**config.mk**
```make
export PLATFORM = sky130hd
export DESIGN_NAME = branch_ctrl
export DESIGN_NICKNAME = d
export VERILOG_FILES = /design/src/rtl/branch_ctrl.sv
export SDC_FILE = /design/constraint.sdc
export NUM_CORES = 1
export LEC_CHECK = 0
export ABC_AREA = 1
export ABC_CLOCK_PERIOD_IN_PS = 4730
export CORE_MARGIN = 1
export CORE_UTILIZATION = 25
export CTS_CLUSTER_DIAMETER = 50
export DETAILED_ROUTE_END_ITERATION = 8
export DONT_BUFFER_PORTS = 1
export PLACE_DENSITY = 0.37
export SETUP_SLACK_MARGIN = 0.5
export SYNTH_ARGS = -nofsm -noshare
export SYNTH_HDL_FRONTEND = slang
export SYNTH_SLANG_ARGS = --single-unit
```
**constraint.sdc**
```tcl
create_clock -name clk -period 4.73 [get_ports clk]
set_clock_uncertainty 0.2 [all_clocks]
set_input_delay 0.946 -clock clk [delete_from_list [all_inputs] [get_ports clk]]
set_output_delay 0.946 -clock clk [all_outputs]
set_load 0.02 [all_outputs]
```
**src/rtl/branch_ctrl.sv**
```systemverilog
// Branch prediction / resolution controller: 2-bit counter table, mispredict flush + redirect, squash window.
// Define BRANCH_PREDICT_EN to build the prediction table; otherwise fetch is statically predicted not-taken.
module branch_ctrl #(
  parameter int PHT_IDX_BITS  = 6,
  parameter int SQUASH_CYCLES = 2
) (
  input  logic        clk,
  input  logic        rst_n,
  input  logic [31:0] if_pc,
  output logic        pred_taken,
  input  logic        stall,
  input  logic        ex_valid,
  input  logic        ex_is_branch,
  input  logic        ex_is_jump,
  input  logic [31:0] ex_pc,
  input  logic        ex_pred_taken,
  input  logic        ex_br_en,
  input  logic [31:0] ex_target,
  output logic        flush,
  output logic        redirect_valid,
  output logic [31:0] redirect_pc,
  output logic [31:0] branch_count,
  output logic [31:0] mispredict_count
);

  typedef enum logic {RUN, SQUASH} state_t;

  state_t      state, state_next;
  logic [2:0]  squash_cnt, squash_cnt_next;
  logic        resolve, actual, mispredict, br_update;
  logic [31:0] correct_pc;
  logic        flush_next, redirect_valid_next;
  logic [31:0] redirect_pc_next;
  logic        unused_if_pc;

  assign unused_if_pc = ^if_pc;

  assign resolve    = ex_valid & (ex_is_branch | ex_is_jump) & ~stall & (state == RUN);
  assign actual     = ex_is_jump | (ex_is_branch & ex_br_en);
  assign mispredict = resolve & (actual != ex_pred_taken);
  assign br_update  = resolve & ex_is_branch;
  assign correct_pc = actual ? ex_target : ex_pc + 32'd4;

  always_ff @(posedge clk) begin
    if (!rst_n) begin
      state      <= RUN;
      squash_cnt <= 3'd0;
    end else begin
      state      <= state_next;
      squash_cnt <= squash_cnt_next;
    end
  end

  // The squash window is counted in non-stalled cycles so a frozen pipe cannot leak wrong-path resolutions.
  always_comb begin
    state_next      = state;
    squash_cnt_next = squash_cnt;
    case (state)
      RUN: begin
        if (mispredict) begin
          state_next      = SQUASH;
          squash_cnt_next = 3'(SQUASH_CYCLES);
        end
      end
      SQUASH: begin
        if (!stall) begin
          if (squash_cnt <= 3'd1) begin
            state_next      = RUN;
            squash_cnt_next = 3'd0;
          end else begin
            squash_cnt_next = squash_cnt - 3'd1;
          end
        end
      end
      default: begin
        state_next      = RUN;
        squash_cnt_next = 3'd0;
      end
    endcase
  end

  always_comb begin
    flush_next          = mispredict;
    redirect_valid_next = mispredict;
    redirect_pc_next    = mispredict ? correct_pc : redirect_pc;
  end

  always_ff @(posedge clk) begin
    if (!rst_n) begin
      flush          <= 1'b0;
      redirect_valid <= 1'b0;
      redirect_pc    <= 32'd0;
    end else begin
      flush          <= flush_next;
      redirect_valid <= redirect_valid_next;
      redirect_pc    <= redirect_pc_next;
    end
  end

  always_ff @(posedge clk) begin
    if (!rst_n) begin
      branch_count     <= 32'd0;
      mispredict_count <= 32'd0;
    end else begin
      if (br_update && branch_count != 32'hFFFF_FFFF)
        branch_count <= branch_count + 32'd1;
      if (mispredict && mispredict_count != 32'hFFFF_FFFF)
        mispredict_count <= mispredict_count + 32'd1;
    end
  end

`ifdef BRANCH_PREDICT_EN
  localparam int PHT_ENTRIES = 1 << PHT_IDX_BITS;

  logic [1:0]              pht [PHT_ENTRIES];
  logic [PHT_IDX_BITS-1:0] if_idx, ex_idx;

  assign if_idx = if_pc[PHT_IDX_BITS+1:2];
  assign ex_idx = ex_pc[PHT_IDX_BITS+1:2];

  // Saturating 2-bit counters; entries start weakly not-taken.
  always_ff @(posedge clk) begin
    if (!rst_n) begin
      for (int i = 0; i < PHT_ENTRIES; i++)
        pht[i] <= 2'b01;
    end else if (br_update) begin
      if (ex_br_en && pht[ex_idx] != 2'b11)
        pht[ex_idx] <= pht[ex_idx] + 2'b01;
      else if (!ex_br_en && pht[ex_idx] != 2'b00)
        pht[ex_idx] <= pht[ex_idx] - 2'b01;
    end
  end

  assign pred_taken = pht[if_idx][1];
`else
  assign pred_taken = 1'b0;
`endif

endmodule

```
==> results of run 1 <==
-- worst max-delay path, stage by stage --
cell and delay [ns]:
nand2_1 0.05, nand2_1 0.06, buf_4 0.26, nand2_1 0.08, nand2_1 0.11, nor2_4 0.05
buf_4 0.18, inv_1 0.57, buf_4 0.37, nor2_1 0.06, nand2_1 0.07, a21oi_1 0.05
-- logic make-up (layout without fill, tap and decap cells) --
kind of cell,after synthesis,after routing
compound gates,135,135
other cells,1,1
xor+xnor,33,33
buf+inv,101,87
fa+ha+maj,5,5
simple gates,705,705
flops,101,101
-- where the power goes --
part	switching [mW]	internal, mW	leakage (nW)
logic	0.0942	0.0399	1.54
registers	0.0324	0.867	0.817
clock network	0.381	0.377	0.140
total	0.508	1.28	2.50
-- flip-flops by register name, summed over array words and instances, names as in the netlist --
| signal | count |
|---|---|
| state | 1 |
| branch_count | 32 |
| mispredict_count | 32 |
| redirect_pc | 32 |
| redirect_valid | 1 |
| squash_cnt | 3 |
-- stage by stage --
stage                     worst slack [ns]  power (mW)
after global placement               1.432       1.056
after floorplan                      2.432       1.029
after detailed placement             1.425       1.057
after CTS                            1.817       1.833
after global routing                 1.595       1.889
final                                1.851       1.792
-- metal layers --
| layer | track usage (%) | vias to the layer above | share of wire, % |
|---|---|---|---|
| li1 | - | 3380 | - |
| met1 | 21.04 | 2842 | 46 |
| met2 | 27.00 | 139 | 45 |
| met3 | 5.053 | 12 | 7.8 |
| met4 | 4.673 | 0 | 1.1 |
| met5 | 0 | - | 0 |
-- cell usage in the layout, fill, tap and decap left out, types with 7 or more instances in the layout --
master     count
a21oi_1       81
a21oi_2       10
clkbuf_16      9
dfxtp_1      101
inv_1         60
nand2_1      411
nand3_1       47
nand3b_1      20
nor2_1       182
nor2_2         7
nor3_1        13
o21ai_0       30
xnor2_1       11
xor2_1        22
-- layout make-up --
| class | instances | area [µm²] | share of cell area [%] |
|---|---|---|---|
| clock buffers | 10 | 239.0 | 3.394 |
| clock inverters | 6 | 43.79 | 0.6219 |
| inverters | 65 | 244.0 | 3.465 |
| multi-input cells | 879 | 4035 | 57.30 |
| flip-flops and latches | 101 | 2022 | 28.71 |
| well taps | 330 | 412.9 | 5.864 |
| repair buffers | 6 | 45.04 | 0.6397 |
-- worst min path at each step --
| stage | to | slack (ns) | cells after the start |
|---|---|---|---|
| 6_report | squash_cnt[2]$_SDFFE_PN0P_ | 0.30 | 2 |
| 5_1_grt | squash_cnt[2]$_SDFFE_PN0P_ | 0.36 | 2 |
| 4_1_cts | squash_cnt[2]$_SDFFE_PN0P_ | 0.31 | 2 |
| 3_5_place_dp | squash_cnt[2]$_SDFFE_PN0P_ | 0.29 | 2 |
| 3_3_place_gp | squash_cnt[2]$_SDFFE_PN0P_ | 0.30 | 2 |
| 2_1_floorplan | squash_cnt[2]$_SDFFE_PN0P_ | 0.27 | 2 |
==> metrics.yaml, run 1 <==
wl_per_cell_um: 15.38
portBuffers: 0
status: "complete, no violations"
cts_root_buf: "clkbuf_16"
min-delay-start: "squash_cnt[2]$_SDFFE_PN0P_"
post-route-util_pct: 27.80
final_area_mm2: 0.007042
fmax_mhz: 347.4
synth_top_family_by_area: "simple AND/OR/NAND/NOR gates"
nets: 1171
syn2layout_area_growth_pct: 8.252
drtIter0Drc: 255
layout.cells.non_filler: 1397
tns_ns: 0
dieArea_mm2: 0.02667
ys_seq_elements: 101
placed_area_mm2: 0.006759
die_x_um: 163.3
hold_buffers: 0
syn_area_per_cell_um2: 6.018
place.gp.congestion: 0.7966
grt_overflow_total: 0
wl_um: 21490
timing.rr.start: "branch_count[1]$_SDFFE_PN0P_"
hp-class: "register to register"
synth_top_area_share_pct: 31.08
r2r_cells: 12
finalSetupViolations: 0
layout-drive-gt1-share_pct: 5.623
synth_nets: 1190
worstSetupPathType: "input port to register"
clock_sinks: 101
grt_max_degree: 38
report.final.hold_viol_count: 0
fp-row-count: 58
route.detailed.drc: 0
synth-edff-count: 0
n_fill_cell: 2917
synth.most_common_cell: "nand2_1"
worst-path-max-fanout: 22
clk-insertion-delay-late_ns: 0.36
rrSetupSlack_ns: 2.02
syn_inst: 1081
die_h_um: 163.3
synthAdderAreaFrac_pct: 0.9617
coreArea_mm2: 0.02533
tightest_slew_ns: 0.8189
synth-compound-area-share_pct: 11.37
critPathRequiredTime_ns: 4.73
avgViaCountPerCell: 4.562
slew_headroom_pct: 45.33
synth.largest_area_cell: "dfxtp_1"
peakVddDrop_v: 0.0001233
grt_antenna_before_repair: 0
n_antenna_cell: 0
cts_inserted_buffers: 9
cp-start-kind: "input port"
initial_core_util_pct: 25.68
cap_violations: 0
whs_ns: 0.3021
yosys.area_share.simple_pct: 45.20
cts_resized: 0
p_leak_nw: 2.500
r2r-end: "branch_count[17]$_SDFFE_PN0P_"
grt_usage_pct: 16.62
cts_setup_buffers: 0
io_pins: 203
grt_setup_unrepaired: "false"
startpoint: "ex_is_branch"
grt_pass1_wl_um: 34610
grt_pass1_vias: 6181
synth_flop_cell: "dfxtp_1"
end_kind: "register"
yosysSeqAreaShare_pct: 31.08
crit_end: "redirect_pc[26]$_SDFFE_PN0P_"
antenna_left: 0
path_clk_slew_ns: 0.08
cp.arrival_ns: 2.88
clockBufferDepth: 2
ys_async_sr_fraction_pct: 0
cts_tree: "yes"
drt_first_pass_iters: 6
place_inst: 1381
synth_cell_type_count: 37
powerDensity_mw_per_mm2: 254.4
synth_top_cells_by_area: "dfxtp_1 31%, nand2_1 24%, nor2_1 11%, a21oi_1 6.2%, nand3_1 3.6%"
synthMuxAreaShare_pct: 0
cts_max_level: 3
synthTopCellsByCount: "411 x nand2_1, 182 x nor2_1, 101 x dfxtp_1, 81 x a21oi_1, 61 x inv_1"
period_minus_slack_ns: 2.879
synth-xor-area-share_pct: 4.443
dp_hpwl_um: 16050
vias: 6373
yosysWarnings: 0
syn_area_mm2: 0.006505
fin_crit_sh_pct: 60.86
slew_violations: 0
Power figures use the tool's default switching activity.
==> run 2: changes to the inputs <==
--- a/config.mk
+++ b/config.mk
@@ -6,13 +6,13 @@
 export NUM_CORES = 1
 export LEC_CHECK = 0
 export ABC_AREA = 1
-export ABC_CLOCK_PERIOD_IN_PS = 4730
+export ABC_CLOCK_PERIOD_IN_PS = 2600
 export CORE_MARGIN = 1
 export CORE_UTILIZATION = 25
 export CTS_CLUSTER_DIAMETER = 50
 export DETAILED_ROUTE_END_ITERATION = 8
 export DONT_BUFFER_PORTS = 1
-export PLACE_DENSITY = 0.37
+export PLACE_DENSITY = 0.39
 export SETUP_SLACK_MARGIN = 0.5
 export SYNTH_ARGS = -nofsm -noshare
 export SYNTH_HDL_FRONTEND = slang
==> constraint.sdc (replaced) <==
create_clock -name clk -period 2.6 [get_ports clk]
set_clock_uncertainty 0.2 [all_clocks]
set_input_delay 0.52 -clock clk [delete_from_list [all_inputs] [get_ports clk]]
set_output_delay 0.52 -clock clk [all_outputs]
set_load 0.02 [all_outputs]
==> run 2 against run 1 <==
Sequential share of layout area down 2.4 points. Non-clock buffer count up 71. Via count up 4.4%. Combinational power up 110%. Die area unchanged. Critical path type is now register to register. Highest routed layer unchanged.
==> metrics.yaml, run 2 (synthesis results as in run 1) <==
path_clk_slew_ns: 0.08  # about the same
layout_commonest_cell: "nand2_1"
slew_violations: 0  # unchanged
tns_ns: 0  # unchanged
die_h_um: 163.3  # unchanged
crit_path_top_delay_cell: "dfxtp_1"
dieArea_mm2: 0.02667  # unchanged
cap_violations: 0  # unchanged
critical_path_depth: 13  # +1
multi_input_area_mm2: 0.004096  # +1.5%
cp.arrival_ns: 2.02  # -0.86 ns
dp_hpwl_um: 16770  # +4.5%
fmax_mhz: 505.2
grt_pass1_vias: 6488  # +5.0%
die_x_um: 163.3  # unchanged
coreArea_mm2: 0.02533  # unchanged
place.gp.congestion: 0.8325  # +4.5%
fp-row-count: 58  # unchanged
cts_tree: "yes"
drtIter0Drc: 322  # +26%
critPathRequiredTime_ns: 2.64  # -2.09 ns
crit_path_max_incr_delay_ns: 0.34  # -0.23 ns
r2r_cells: 13  # +1
final_area_mm2: 0.007704  # +9.4%
reg_top3: "branch_count x32, mispredict_count x32, redirect_pc x32"
grt_pass1_wl_um: 34780  # +0.48%
tightest_slew_ns: 0.5107  # -0.3082 ns
worstSetupPathType: "register to register"
cts_inserted_buffers: 9  # unchanged
wl_per_cell_um: 15.00  # -2.5%
n_antenna_cell: 0  # unchanged
peakVddDrop_v: 0.0002800  # +130%
worst-path-max-fanout: 25  # +14%
grt_usage_pct: 16.84  # +0.22 points
path_cells: "ha_2 -> inv_1 -> nor2_4 -> nand2_2 -> nor2_4 -> nand2_4 -> nand2_8 -> inv_2 -> buf_12 -> nand2_1 -> nand2_1 -> nand2_1 -> nor2_1"
clk-insertion-delay-late_ns: 0.35  # about the same
cts_root_buf: "clkbuf_16"
grt_max_degree: 42  # +11%
placed_area_mm2: 0.007305  # +8.1%
end_kind: "register"
grt_overflow_total: 0  # unchanged
status: "complete, no violations"
portBuffers: 0  # unchanged
fin_crit_sh_pct: 76.14
route.detailed.drc: 0  # unchanged
wl_um: 21980  # +2.3%
cts_max_level: 3  # unchanged
crit_path_frequent_cell: "nand2_1"
finalSetupViolations: 0  # unchanged
cp-start-kind: "register"
layout-drive-gt1-share_pct: 12.15  # +6.5 points
avgViaCountPerCell: 4.538  # -0.53%
vias: 6652  # +4.4%
io_pins: 203  # unchanged
initial_core_util_pct: 25.68  # unchanged
grt_setup_unrepaired: "true"
nets: 1242  # +6.1%
clock_sinks: 101  # unchanged
hp-class: "input port to register"
whs_path_depth: 2  # unchanged
drt_first_pass_iters: 4  # -2
seq_area_mm2: 0.002024  # +0.12%
crit_buf_inv: 3  # -1
report.final.hold_viol_count: 0  # unchanged
p_leak_nw: 2.908  # +16%
n_fill_cell: 2866  # -1.7%
final_cell_mix: "411 x nand2_1, 181 x nor2_1, 99 x dfxtp_1"
antenna_left: 0  # unchanged
powerDensity_mw_per_mm2: 426.1  # +67%
period_minus_slack_ns: 1.980
grt_antenna_before_repair: 0  # unchanged
path_delay_family: "simple AND/OR/NAND/NOR gates"
slew_headroom_pct: 65.90  # +21 points
syn2layout_area_growth_pct: 18.43
clockBufferDepth: 2  # unchanged
==> run 2: final timing paths <==
kind / from / to / slack [ns]
worst max-delay path: branch_count[0]$_SDFFE_PN0P_ / branch_count[17]$_SDFFE_PN0P_ / 0.62
worst min-delay path: rst_n / mispredict_count[3]$_SDFFE_PN0P_ / 0.09
worst max register to register: branch_count[0]$_SDFFE_PN0P_ / branch_count[17]$_SDFFE_PN0P_ / 0.62
worst min register to register: squash_cnt[2]$_SDFFE_PN0P_ / squash_cnt[2]$_SDFFE_PN0P_ / 0.30
==> run 2: final cells by class <==
type                    instances  area share [%]
clock buffers                  10           2.972
clock inverters                 4          0.6659
inverters                      65           3.200
multi-input cells             879           53.18
flip-flops and latches        101           26.28
well taps                     330           5.360
repair buffers                 77           8.348
==> run 2: report_power, final <==
part	total [mW]	switching, mW	leakage [nW]	internal, mW
clock network	1.37	0.634	0.134	0.738
logic	0.280	0.184	1.96	0.0955
registers	1.63	0.0530	0.818	1.58
==> run 2: routing by layer <==
metal  track usage [%]  vias up  routed length [µm]
met2             27.89      167               10030
li1                  -     3520                   -
met1             20.91     2944                9840
met3             5.307       21                1794
met4             4.376        0                 323
met5                 0        -                   0
==> run 2: per-stage QoR <==
stage	setup slack [ns]	util, %	hold WS, ns	power, mW	cells
final	0.6204	30.42	0.09024	3.282	1466
after global routing	0.4789	30.42	0.06872	3.436	1466
after CTS	0.5101	30.14	0.05917	3.370	1465
after detailed placement	0.3213	28.84	0.2974	1.942	1447
after global placement	0.3540	28.84	0.2952	1.942	1447
after floorplan	0.5863	-	0.2720	1.871	1081
==> run 2: worst register-to-register path: stages, from the launching register on <==
cell and delay (ns):
dfxtp_1 0.34, ha_2 0.20, inv_1 0.10, nor2_4 0.11, nand2_2 0.10, nor2_4 0.21
nand2_4 0.09, nand2_8 0.11, inv_2 0.05, buf_12 0.15, nand2_1 0.07, nand2_1 0.04
nand2_1 0.06, nor2_1 0.04
==> run 2: what timing repair did <==
| action | CTS | global route |
|---|---|---|
| gates cloned | 0 | 0 |
| setup buffers | 4 | 1 |
| pin swaps | 1 | 2 |
| hold buffers | 0 | 0 |
| endpoints found under the setup margin | 28 | 51 |
| resized for setup | 3 | 18 |
